## src/rtl/ysyx_24110006_fetch_pkg.sv

```systemverilog
// Shared fetch/decode constants: opcodes, reset PC, NOP encoding, state and packet types.
// Latency: n/a (declarations only).
// Backpressure: n/a.
package ysyx_24110006_fetch_pkg;

   localparam logic [31:0] RESET_PC_DEFAULT = 32'h3000_0000;
   localparam logic [31:0] NOP_INST         = 32'h0000_0013;  // addi x0, x0, 0

   localparam logic [6:0] OP_IMM    = 7'b0010011;
   localparam logic [6:0] OP_JALR   = 7'b1100111;
   localparam logic [6:0] OP_LOAD   = 7'b0000011;
   localparam logic [6:0] OP_SYSTEM = 7'b1110011;
   localparam logic [6:0] OP_LUI    = 7'b0110111;
   localparam logic [6:0] OP_AUIPC  = 7'b0010111;
   localparam logic [6:0] OP_JAL    = 7'b1101111;
   localparam logic [6:0] OP_STORE  = 7'b0100011;
   localparam logic [6:0] OP_BRANCH = 7'b1100011;
   localparam logic [6:0] OP_REG    = 7'b0110011;

   typedef enum logic [1:0] {
      ST_REQ,
      ST_WAIT,
      ST_HOLD,
      ST_DROP
   } fetch_state_t;

   // Everything decode receives for one instruction.
   typedef struct packed {
      logic [31:0] inst;
      logic [31:0] imm;
      logic [31:0] pc;
      logic        fault;
   } fetch_pkt_t;

endpackage

```

## src/rtl/ysyx_24110006_fetch_if.sv

```systemverilog
// Bus bundles for the fetch stage: memory read port and decode-side output port.
// Latency: n/a (wires only).
// Backpressure: mem uses req_valid/req_ready, decode uses valid/ready.
//  mem: req_valid, addr (master out); req_ready, rsp_valid, rdata, rsp_err (master in)
//  dec: pkt, valid (master out); ready (master in)
interface ysyx_24110006_fetch_mem_if;
   logic        req_valid;
   logic        req_ready;
   logic [31:0] addr;
   logic        rsp_valid;
   logic [31:0] rdata;
   logic        rsp_err;

   modport master (output req_valid, addr, input req_ready, rsp_valid, rdata, rsp_err);
   modport slave  (input req_valid, addr, output req_ready, rsp_valid, rdata, rsp_err);
endinterface

interface ysyx_24110006_fetch_dec_if;
   import ysyx_24110006_fetch_pkg::*;
   fetch_pkt_t pkt;
   logic       valid;
   logic       ready;

   modport master (output pkt, valid, input ready);
   modport slave  (input pkt, valid, output ready);
endinterface

```

## src/rtl/ysyx_24110006_fetch_immgen.sv

```systemverilog
// Immediate predecoder: RISC-V instruction word -> sign/zero-extended immediate.
// Latency: combinational.
// Backpressure: none.
//  i_inst  in  32  instruction word
//  o_imm   out 32  immediate selected by opcode; 0 for opcodes without one
module ysyx_24110006_immgen
   import ysyx_24110006_fetch_pkg::*;
(
   input  logic [31:0] i_inst,
   output logic [31:0] o_imm
);

   always_comb begin
      o_imm = '0;
      case (i_inst[6:0])
         OP_IMM, OP_JALR, OP_LOAD, OP_SYSTEM:
            o_imm = {{20{i_inst[31]}}, i_inst[31:20]};
         OP_LUI, OP_AUIPC:
            o_imm = {i_inst[31:12], 12'b0};
         OP_JAL:
            o_imm = {{11{i_inst[31]}}, i_inst[31], i_inst[19:12], i_inst[20], i_inst[30:21], 1'b0};
         OP_STORE:
            o_imm = {{20{i_inst[31]}}, i_inst[31:25], i_inst[11:7]};
         OP_BRANCH:
            o_imm = {{19{i_inst[31]}}, i_inst[31], i_inst[7], i_inst[30:25], i_inst[11:8], 1'b0};
         // funct7 is handed to decode in the immediate slot for R-type
         OP_REG:
            o_imm = {25'b0, i_inst[31:25]};
         default:
            o_imm = '0;
      endcase
   end

endmodule

```

## src/rtl/ysyx_24110006_fetch.sv

```systemverilog
// Fetch stage: owns the PC, reads one word per instruction, presents {inst, imm, pc, fault} to decode.
// Latency: response in cycle M -> dec.valid in M+1; at least 3 cycles per instruction.
// Backpressure: holds the output and issues no new request until decode asserts ready.
//  i_clock, i_reset (sync, active high), mem (read port), dec (to decode),
//  i_redirect / i_redirect_pc (new PC from execute/writeback, highest priority after reset)
module ysyx_24110006_fetch
   import ysyx_24110006_fetch_pkg::*;
#(
   parameter logic [31:0] RESET_PC = RESET_PC_DEFAULT
) (
   input  logic                             i_clock,
   input  logic                             i_reset,
   ysyx_24110006_fetch_mem_if.master        mem,
   ysyx_24110006_fetch_dec_if.master        dec,
   input  logic                             i_redirect,
   input  logic [31:0]                      i_redirect_pc
);

   fetch_state_t state_q;
   logic [31:0]  pc_q;
   fetch_pkt_t   pkt_q;
   logic         valid_q;
   logic [31:0]  imm;
   logic         misaligned;
   logic         req_vld;
   logic         req_hs;

   ysyx_24110006_immgen u_immgen (
      .i_inst (mem.rdata),
      .o_imm  (imm)
   );

   assign misaligned = |pc_q[1:0];
   // A misaligned PC never reaches the bus; the fault is raised locally instead.
   assign req_vld    = (state_q == ST_REQ) && !misaligned && !i_reset;
   assign req_hs     = req_vld && mem.req_ready;

   assign mem.req_valid = req_vld;
   assign mem.addr      = pc_q;
   assign dec.pkt       = pkt_q;
   assign dec.valid     = valid_q;

   always_ff @(posedge i_clock) begin
      if (i_reset) begin
         state_q <= ST_REQ;
         pc_q    <= RESET_PC;
         valid_q <= 1'b0;
         pkt_q   <= '{inst: 32'h0, imm: 32'h0, pc: RESET_PC, fault: 1'b0};
      end else if (i_redirect) begin
         pc_q    <= i_redirect_pc;
         valid_q <= 1'b0;
         case (state_q)
            // A request accepted this cycle still owes us a response: swallow it.
            ST_REQ:  state_q <= req_hs ? ST_DROP : ST_REQ;
            ST_WAIT: state_q <= mem.rsp_valid ? ST_REQ : ST_DROP;
            ST_HOLD: state_q <= ST_REQ;
            // The single outstanding response may land in this same cycle; once it
            // has, nothing else is coming, so waiting on would stall forever.
            ST_DROP: state_q <= mem.rsp_valid ? ST_REQ : ST_DROP;
            default: state_q <= ST_REQ;
         endcase
      end else begin
         case (state_q)
            ST_REQ: begin
               if (misaligned) begin
                  pkt_q   <= '{inst: NOP_INST, imm: 32'h0, pc: pc_q, fault: 1'b1};
                  valid_q <= 1'b1;
                  pc_q    <= pc_q + 32'd4;
                  state_q <= ST_HOLD;
               end else if (mem.req_ready) begin
                  state_q <= ST_WAIT;
               end
            end
            ST_WAIT: begin
               if (mem.rsp_valid) begin
                  if (mem.rsp_err) begin
                     pkt_q <= '{inst: NOP_INST, imm: 32'h0, pc: pc_q, fault: 1'b1};
                  end else begin
                     pkt_q <= '{inst: mem.rdata, imm: imm, pc: pc_q, fault: 1'b0};
                  end
                  valid_q <= 1'b1;
                  pc_q    <= pc_q + 32'd4;
                  state_q <= ST_HOLD;
               end
            end
            ST_HOLD: begin
               if (dec.ready) begin
                  valid_q <= 1'b0;
                  state_q <= ST_REQ;
               end
            end
            ST_DROP: begin
               if (mem.rsp_valid) begin
                  state_q <= ST_REQ;
               end
            end
            default: state_q <= ST_REQ;
         endcase
      end
   end

endmodule

```

## src/flat_wrapper.sv

```systemverilog
// flat-port wrapper written by rule: the top's interface ports become plain ports
module ysyx_24110006_fetch_flat import ysyx_24110006_fetch_pkg::*;
#(
   parameter logic [31:0] RESET_PC = RESET_PC_DEFAULT
)
  (i_clock, i_reset, i_redirect, i_redirect_pc, mem_req_valid, mem_addr, mem_req_ready, mem_rsp_valid, mem_rdata, mem_rsp_err, dec_pkt, dec_valid, dec_ready);
  ysyx_24110006_fetch_mem_if mem_i ();
  ysyx_24110006_fetch_dec_if dec_i ();
  input  logic i_clock;
  input  logic i_reset;
  input  logic i_redirect;
  input  logic [31:0] i_redirect_pc;
  output wire logic [$bits(mem_i.req_valid)-1:0] mem_req_valid;
  output wire logic [$bits(mem_i.addr)-1:0] mem_addr;
  input wire logic [$bits(mem_i.req_ready)-1:0] mem_req_ready;
  input wire logic [$bits(mem_i.rsp_valid)-1:0] mem_rsp_valid;
  input wire logic [$bits(mem_i.rdata)-1:0] mem_rdata;
  input wire logic [$bits(mem_i.rsp_err)-1:0] mem_rsp_err;
  output wire logic [$bits(dec_i.pkt)-1:0] dec_pkt;
  output wire logic [$bits(dec_i.valid)-1:0] dec_valid;
  input wire logic [$bits(dec_i.ready)-1:0] dec_ready;
  assign mem_req_valid = mem_i.req_valid;
  assign mem_addr = mem_i.addr;
  assign mem_i.req_ready = mem_req_ready;
  assign mem_i.rsp_valid = mem_rsp_valid;
  assign mem_i.rdata = mem_rdata;
  assign mem_i.rsp_err = mem_rsp_err;
  assign dec_pkt = dec_i.pkt;
  assign dec_valid = dec_i.valid;
  assign dec_i.ready = dec_ready;
  ysyx_24110006_fetch #(.RESET_PC(RESET_PC)) u_core (.i_clock(i_clock), .i_reset(i_reset), .mem(mem_i), .dec(dec_i), .i_redirect(i_redirect), .i_redirect_pc(i_redirect_pc));
endmodule
```

## config.mk

```make
export PLATFORM = sky130hd
export DESIGN_NAME = ysyx_24110006_fetch_flat
export DESIGN_NICKNAME = d
export VERILOG_FILES = /design/src/rtl/ysyx_24110006_fetch_pkg.sv /design/src/rtl/ysyx_24110006_fetch_if.sv /design/src/rtl/ysyx_24110006_fetch_immgen.sv /design/src/rtl/ysyx_24110006_fetch.sv /design/src/flat_wrapper.sv
export SDC_FILE = /design/constraint.sdc
export NUM_CORES = 1
export LEC_CHECK = 0
export ABC_AREA = 1
export CAP_MARGIN = 20
export CORE_MARGIN = 1.5
export CORE_UTILIZATION = 47
export DETAILED_ROUTE_END_ITERATION = 8
export GPL_TIMING_DRIVEN = 0
export PLACE_DENSITY_LB_ADDON = 0.05
export SETUP_SLACK_MARGIN = 0.02
export SYNTH_ARGS = -nofsm -noshare
export SYNTH_HDL_FRONTEND = slang
export SYNTH_SLANG_ARGS = --single-unit
```

## constraint.sdc

```tcl
create_clock -name i_clock -period 1.9 [get_ports i_clock]
set_input_delay 0.57 -clock i_clock [delete_from_list [all_inputs] [get_ports i_clock]]
set_output_delay 0.57 -clock i_clock [all_outputs]
set_load 0.005 [all_outputs]
```

Word-level counts from Yosys, hierarchy flattened:

Index checks and enable logic that the tools add are counted.

* register bits: 132
* input bits: 71
* output and inout bits: 131
* logic and storage cells: 71

* add/sub/neg operators: 1
* eq/ne operators: 21
* muxes and demuxes: 23
* bitwise operators: 1
* reduce and logical (&&, ||, !) cells: 18

Operators by type and width (count)
* two-way mux 97 bit: 3
* one-hot mux 97 bit (2 select lines): 1
* one-hot mux 32 bit (6 select lines): 1
* two-way mux 32 bit: 3
* one-hot mux 32 bit (2 select lines): 1
* adder 32 x 3 -> 32 bit (second input constant): 1
* == test 7 bit (second input constant): 4
* == test 7 x 6 -> 1 bit (second input constant): 3
* two-way mux 2 bit: 8
* == test 7 x 5 -> 1 bit (second input constant): 2
* AND reduction 4 bit: 3
* != test 3 bit (second input constant): 3
* one-hot mux 2 bit (4 select lines): 1
* OR reduction 2 bit: 4
* == test 7 x 2 -> 1 bit (second input constant): 1
* one-hot mux 2 bit (3 select lines): 1
* nonzero test 3 bit: 2
* == test 2 bit (second input constant): 2
* != test 2 bit (second input constant): 2
* != test 4 x 3 -> 1 bit (second input constant): 1
* OR reduction 4 bit: 1
* logical AND 1 bit: 3
* two-way mux 1 bit: 3
* != test 3 x 2 -> 1 bit (second input constant): 1
* 8 further kinds: 9

Depth between registers and ports, before layout:

* depth in word-level cells: 8
* gate-level depth with buffers: 11
* depth with buffers taken out: 10

Cells and area by module:

A second synthesis with hierarchy kept.

* cell total of the unflattened synthesis: 948
* area, all modules: 6437.4 sq um

Modules (own cells, without submodules)
* ysyx_24110006_fetch: instances 1, cells each 788, area each 5629.1 sq um, sequential area each 2642.5 sq um
* ysyx_24110006_immgen: instances 1, cells each 160, area each 808.3 sq um, sequential area each 0.0 sq um

Least setup slack after synthesis:

Ideal clock, no wire load.

* path kind: in2reg
* start: in mem_rdata[0]
* end: reg u_core.pkt_q, in the netlist u_core.dec.pkt[57]
* setup time: 132 ps
* data arrival time: 1591 ps
* slack: 177 ps
* stages: 9
* buffers on the path: 1
* cells stage by stage: nand2_1 > inv_1 > nand2_2 > nor2_1 > o21ai_0 > clkbuf_1 > nand3_1 > nand2_1 > a21oi_1

* word-level cells in the longest chain between the ends: 6

RTL lines
* start, declared: RTL line flat_wrapper.sv:17 `input wire logic [$bits(mem_i.rdata)-1:0] mem_rdata;`
* == test 7 x 5 -> 1 bit, or another cell as far along: RTL line ysyx_24110006_fetch_immgen.sv:15 `case (i_inst[6:0])`
* OR reduction 4 bit or OR reduction 2 bit (tied branches): RTL line ysyx_24110006_fetch_immgen.sv:15
* one-hot mux 32 bit (6 select lines) *: RTL line ysyx_24110006_fetch_immgen.sv:15
* two-way mux 97 bit *: RTL line ysyx_24110006_fetch.sv:76 `if (mem.rsp_err) begin`
* two-way mux 97 bit *: RTL line ysyx_24110006_fetch.sv:75 `if (mem.rsp_valid) begin`
* one-hot mux 97 bit (2 select lines) *: RTL line ysyx_24110006_fetch.sv:63 `case (state_q)`
* end signal, assigned: RTL line ysyx_24110006_fetch.sv:66 `pkt_q <= '{inst: NOP_INST, imm: 32'h0, pc: pc_q, fault: 1'b1};`
* end signal, assigned: RTL line ysyx_24110006_fetch.sv:77 `pkt_q <= '{inst: NOP_INST, imm: 32'h0, pc: pc_q, fault: 1'b1};`
* end signal, assigned: RTL line ysyx_24110006_fetch.sv:79 `pkt_q <= '{inst: mem.rdata, imm: imm, pc: pc_q, fault: 1'b0};`
* end, declared: RTL line ysyx_24110006_fetch.sv:21 `fetch_pkt_t pkt_q;`

Every way passes the cells marked *; elsewhere a longest branch is shown, timed or not. The select of a mux whose other input is x is not followed.
A chain may end at the register's enable or synchronous reset.

Worst setup path in the final report:

* start: reg u_core.pkt_q, in the netlist u_core.dec.pkt[12]
* end: out dec_pkt[12]

RTL lines
* start signal, assigned: RTL line ysyx_24110006_fetch.sv:48 `pkt_q <= '{inst: 32'h0, imm: 32'h0, pc: RESET_PC, fault: 1'b0};`
* start signal, assigned: RTL line ysyx_24110006_fetch.sv:66
* start signal, assigned: RTL line ysyx_24110006_fetch.sv:77
* end, declared: RTL line flat_wrapper.sv:19 `output wire logic [$bits(dec_i.pkt)-1:0] dec_pkt;`

No word-level cell between the ends.

==> impl_metrics.toml <==
[yosys]
synth.distinct_cells = 32
netlist.area_leader.share_pct = 41.5
synth-edff-count = 0
yosysWarningCount = 0
synthTopCellsByArea = "dfxtp_1 42%, nand2_1 23%, a21oi_1 9.3%"
async_flop_share_pct = 0
synthFlopType = "dfxtp_1"
ys_seq_area_share_pct = 41.5
syn-num-nets = 1064
ys_seq_elements = 132
syn_inst = 992
synth_area_per_cell_um2 = 6.42
netlist_area_um2 = 6360
yosysTopAreaCell = "dfxtp_1"

[die]
boundaryPins = 202
die_h_um = 119
core-area_um2 = 13200
initial_core_util_pct = 48.1
num_rows = 42
fp.dieW_um = 119
dieArea_um2 = 14200

[sta]
period_share_pct = 99.0
finalHoldViolCount = 0
setup_slack_ns = 0.0192
grt_setup_unrepaired = "yes"
slew_viol_final = 0
setup_viol = 0
finalClockSkew_ns = 0.00817
min_period_ns = 1.88
max_freq_mhz = 532
slew_headroom_pct = 52.8
worst_pin_slew_ns = 0.708

[final_layout]
final_cell_mix = "381 x nand2_1, 160 x clkdlybuf4s50_1, 111 x a21oi_1, 98 x dfxtp_1, 92 x nor2_1"
antennaDiodeCount = 0
final_common_cell = "nand2_1"
nFillCells = 1095
regArea_um2 = 2760
final_util_pct = 74.4
nets = 1311
multiInputGateArea_um2 = 3490
drive_gt1_share_pct = 14.0
areaGrowthSynthToFinish_pct = 54.8

[power]
p_leak_nw = 4.35
powerDensity_nw_per_um2 = 802
ir_drop_mv = 0.609

[worst_setup_path]
r2r_slack_ns = 0.15
critPathLaunchType = "register"
slowest_stage = "clkdlybuf4s50_1"
cp_data_arrival_time_ns = 1.31
crit_type = "register to output port"
worst-endpoint-required_ns = 1.33
reg2reg_from = "u_core.mem.addr[2]"
critPathTopFamily = "buffers and inverters"
critPathLaunch = "u_core.dec.pkt[12]"
r2r-end = "u_core.mem.addr[18]"
cpPeakStageDelay_ns = 0.52
end_kind = "output port"
reg2regPathDepth = 10
critical_path_buf_inv_count = 1
crit_cells = 1
path_cells = "clkdlybuf4s50_1"
worst-path-max-fanout = 2
endpoint = "dec_pkt[12]"

[route]
antenna_left = 0
num_vias = 7482
avgRoutedWirePerCell_um = 16.1
route.detailed.drc = 0
wl_um = 23000
viasPerCell = 5.24
drt_iter0_markers = 462
drt_pass1_iterations = 5

[min_path]
holdCritStartpoint = "u_core.dec.pkt[28]"
worstHoldPathType = "register to register"
min_path_cells = 2

[run]
cap_violations = 0

[placement]
dp_hpwl_um = 16500
gp_congestion = 0.942
post-place-ws_ns = -0.595
io_buffer_count = 200

[cts]
clockBufferDepth = 2
cts_buffers = 17
clock_sinks = 132
clk_pin_slew_ns = 0.06
cts_tree = "done"
worstSkewPairLatency_ns = 0.42
cts_htree_levels = 4
clockRootBuffer = "clkbuf_16"

[grt]
grt_pass1_vias = 7074
overflow = 0
grt_max_degree = 17
track_usage_pct = 31.8
antenna_found_initial = 0
grt_pass1_wl_um = 35500

[status]
status = "finished, final reports clean"
-- worst min-delay path by stage --
stage | endpoint
final | u_core.dec.pkt[28]
after global routing | u_core.dec.pkt[2]
after CTS | u_core.dec.pkt[54]
after detailed placement | u_core.dec.pkt[37]
after global placement | u_core.dec.pkt[71]
after floorplan | u_core.dec.pkt[24]
-- routing by layer --
metal | global-route usage [%] | up-vias | part of all wire, %
li1 | - | 3701 | -
met1 | 34.9 | 3410 | 39
met2 | 57.2 | 294 | 50
met3 | 7.57 | 77 | 6.7
met4 | 16.1 | 0 | 4.6
met5 | 0 | - | 0
-- synth_stat cells (2+ instances only) --
cell type and instances:
nor2_4 2, inv_1 45, a31oi_1 3, dfxtp_1 132
buf_1 2, a21oi_1 118, clkbuf_1 27, o211ai_1 4
inv_2 3, nor2_2 2, nor3_1 6, o22ai_1 2
nand3b_1 7, nand2_1 389, xor2_1 3, o21ai_0 32
nand4_1 6, a211oi_1 6, nand2_2 3, or2_2 2
nor2_1 105, buf_2 18, nand3_1 65, buf_4 2
-- metrics by stage --
stage,TNS (ns),total power [mW],hold slack [ns],instances,instance area (µm²)
after floorplan,0,3.58,0.461,992,6360
after global placement,-53.19,4.23,0.450,1368,8590
after detailed placement,-56.40,4.24,0.456,1368,8590
after CTS,-0.0554,7.85,0.465,1420,9580
after global routing,-0.0153,8.18,0.474,1427,9850
final,0,7.90,0.462,1427,9850
-- what timing repair did --
| action | CTS | global route |
|---|---|---|
| gates resized for setup | 100 | 96 |
| gates cloned | 2 | 1 |
| endpoints found under the setup margin | 129 | 132 |
| setup buffers | 19 | 6 |
| pin swaps | 5 | 15 |
| hold buffers | 0 | 0 |
| endpoints found under the hold margin | 0 | 0 |
-- power by group --
part | internal, mW | leakage (nW) | total, mW | switching [mW]
Combinational | 0.581 | 2.95 | 1.29 | 0.711
Clock | 2.35 | 0.312 | 3.60 | 1.25
Sequential | 2.90 | 1.09 | 3.01 | 0.110
-- registers in the layout, indices dropped and copies added, names as in the netlist --
register          cells
u_core.dec.pkt       97
u_core.mem.addr      32
u_core.state_q        2
u_core.dec.valid      1
-- cells by family after synthesis --
family                   count (synthesis)  synth area share [%]
AO/OA/AOI/OAI                          166                  13.6
XOR/XNOR                                 4                 0.551
adder cells (fa/ha/maj)                  1                 0.197
buffers and inverters                   98                  6.25
flip-flops                             132                  41.5
AND/OR/NAND/NOR                        591                  37.9
-- layout make-up --
| cell class | instances | area share (%) |
|---|---|---|
| tap | 176 | 2.24 |
| multi-input combinational | 762 | 35.4 |
| clock buffer | 18 | 4.46 |
| buffer | 49 | 2.74 |
| inverter | 49 | 1.92 |
| sequential | 132 | 28.0 |
| clock inverter | 13 | 2.10 |
| timing repair buffer | 228 | 23.2 |
Power figures use the tool's default switching activity.
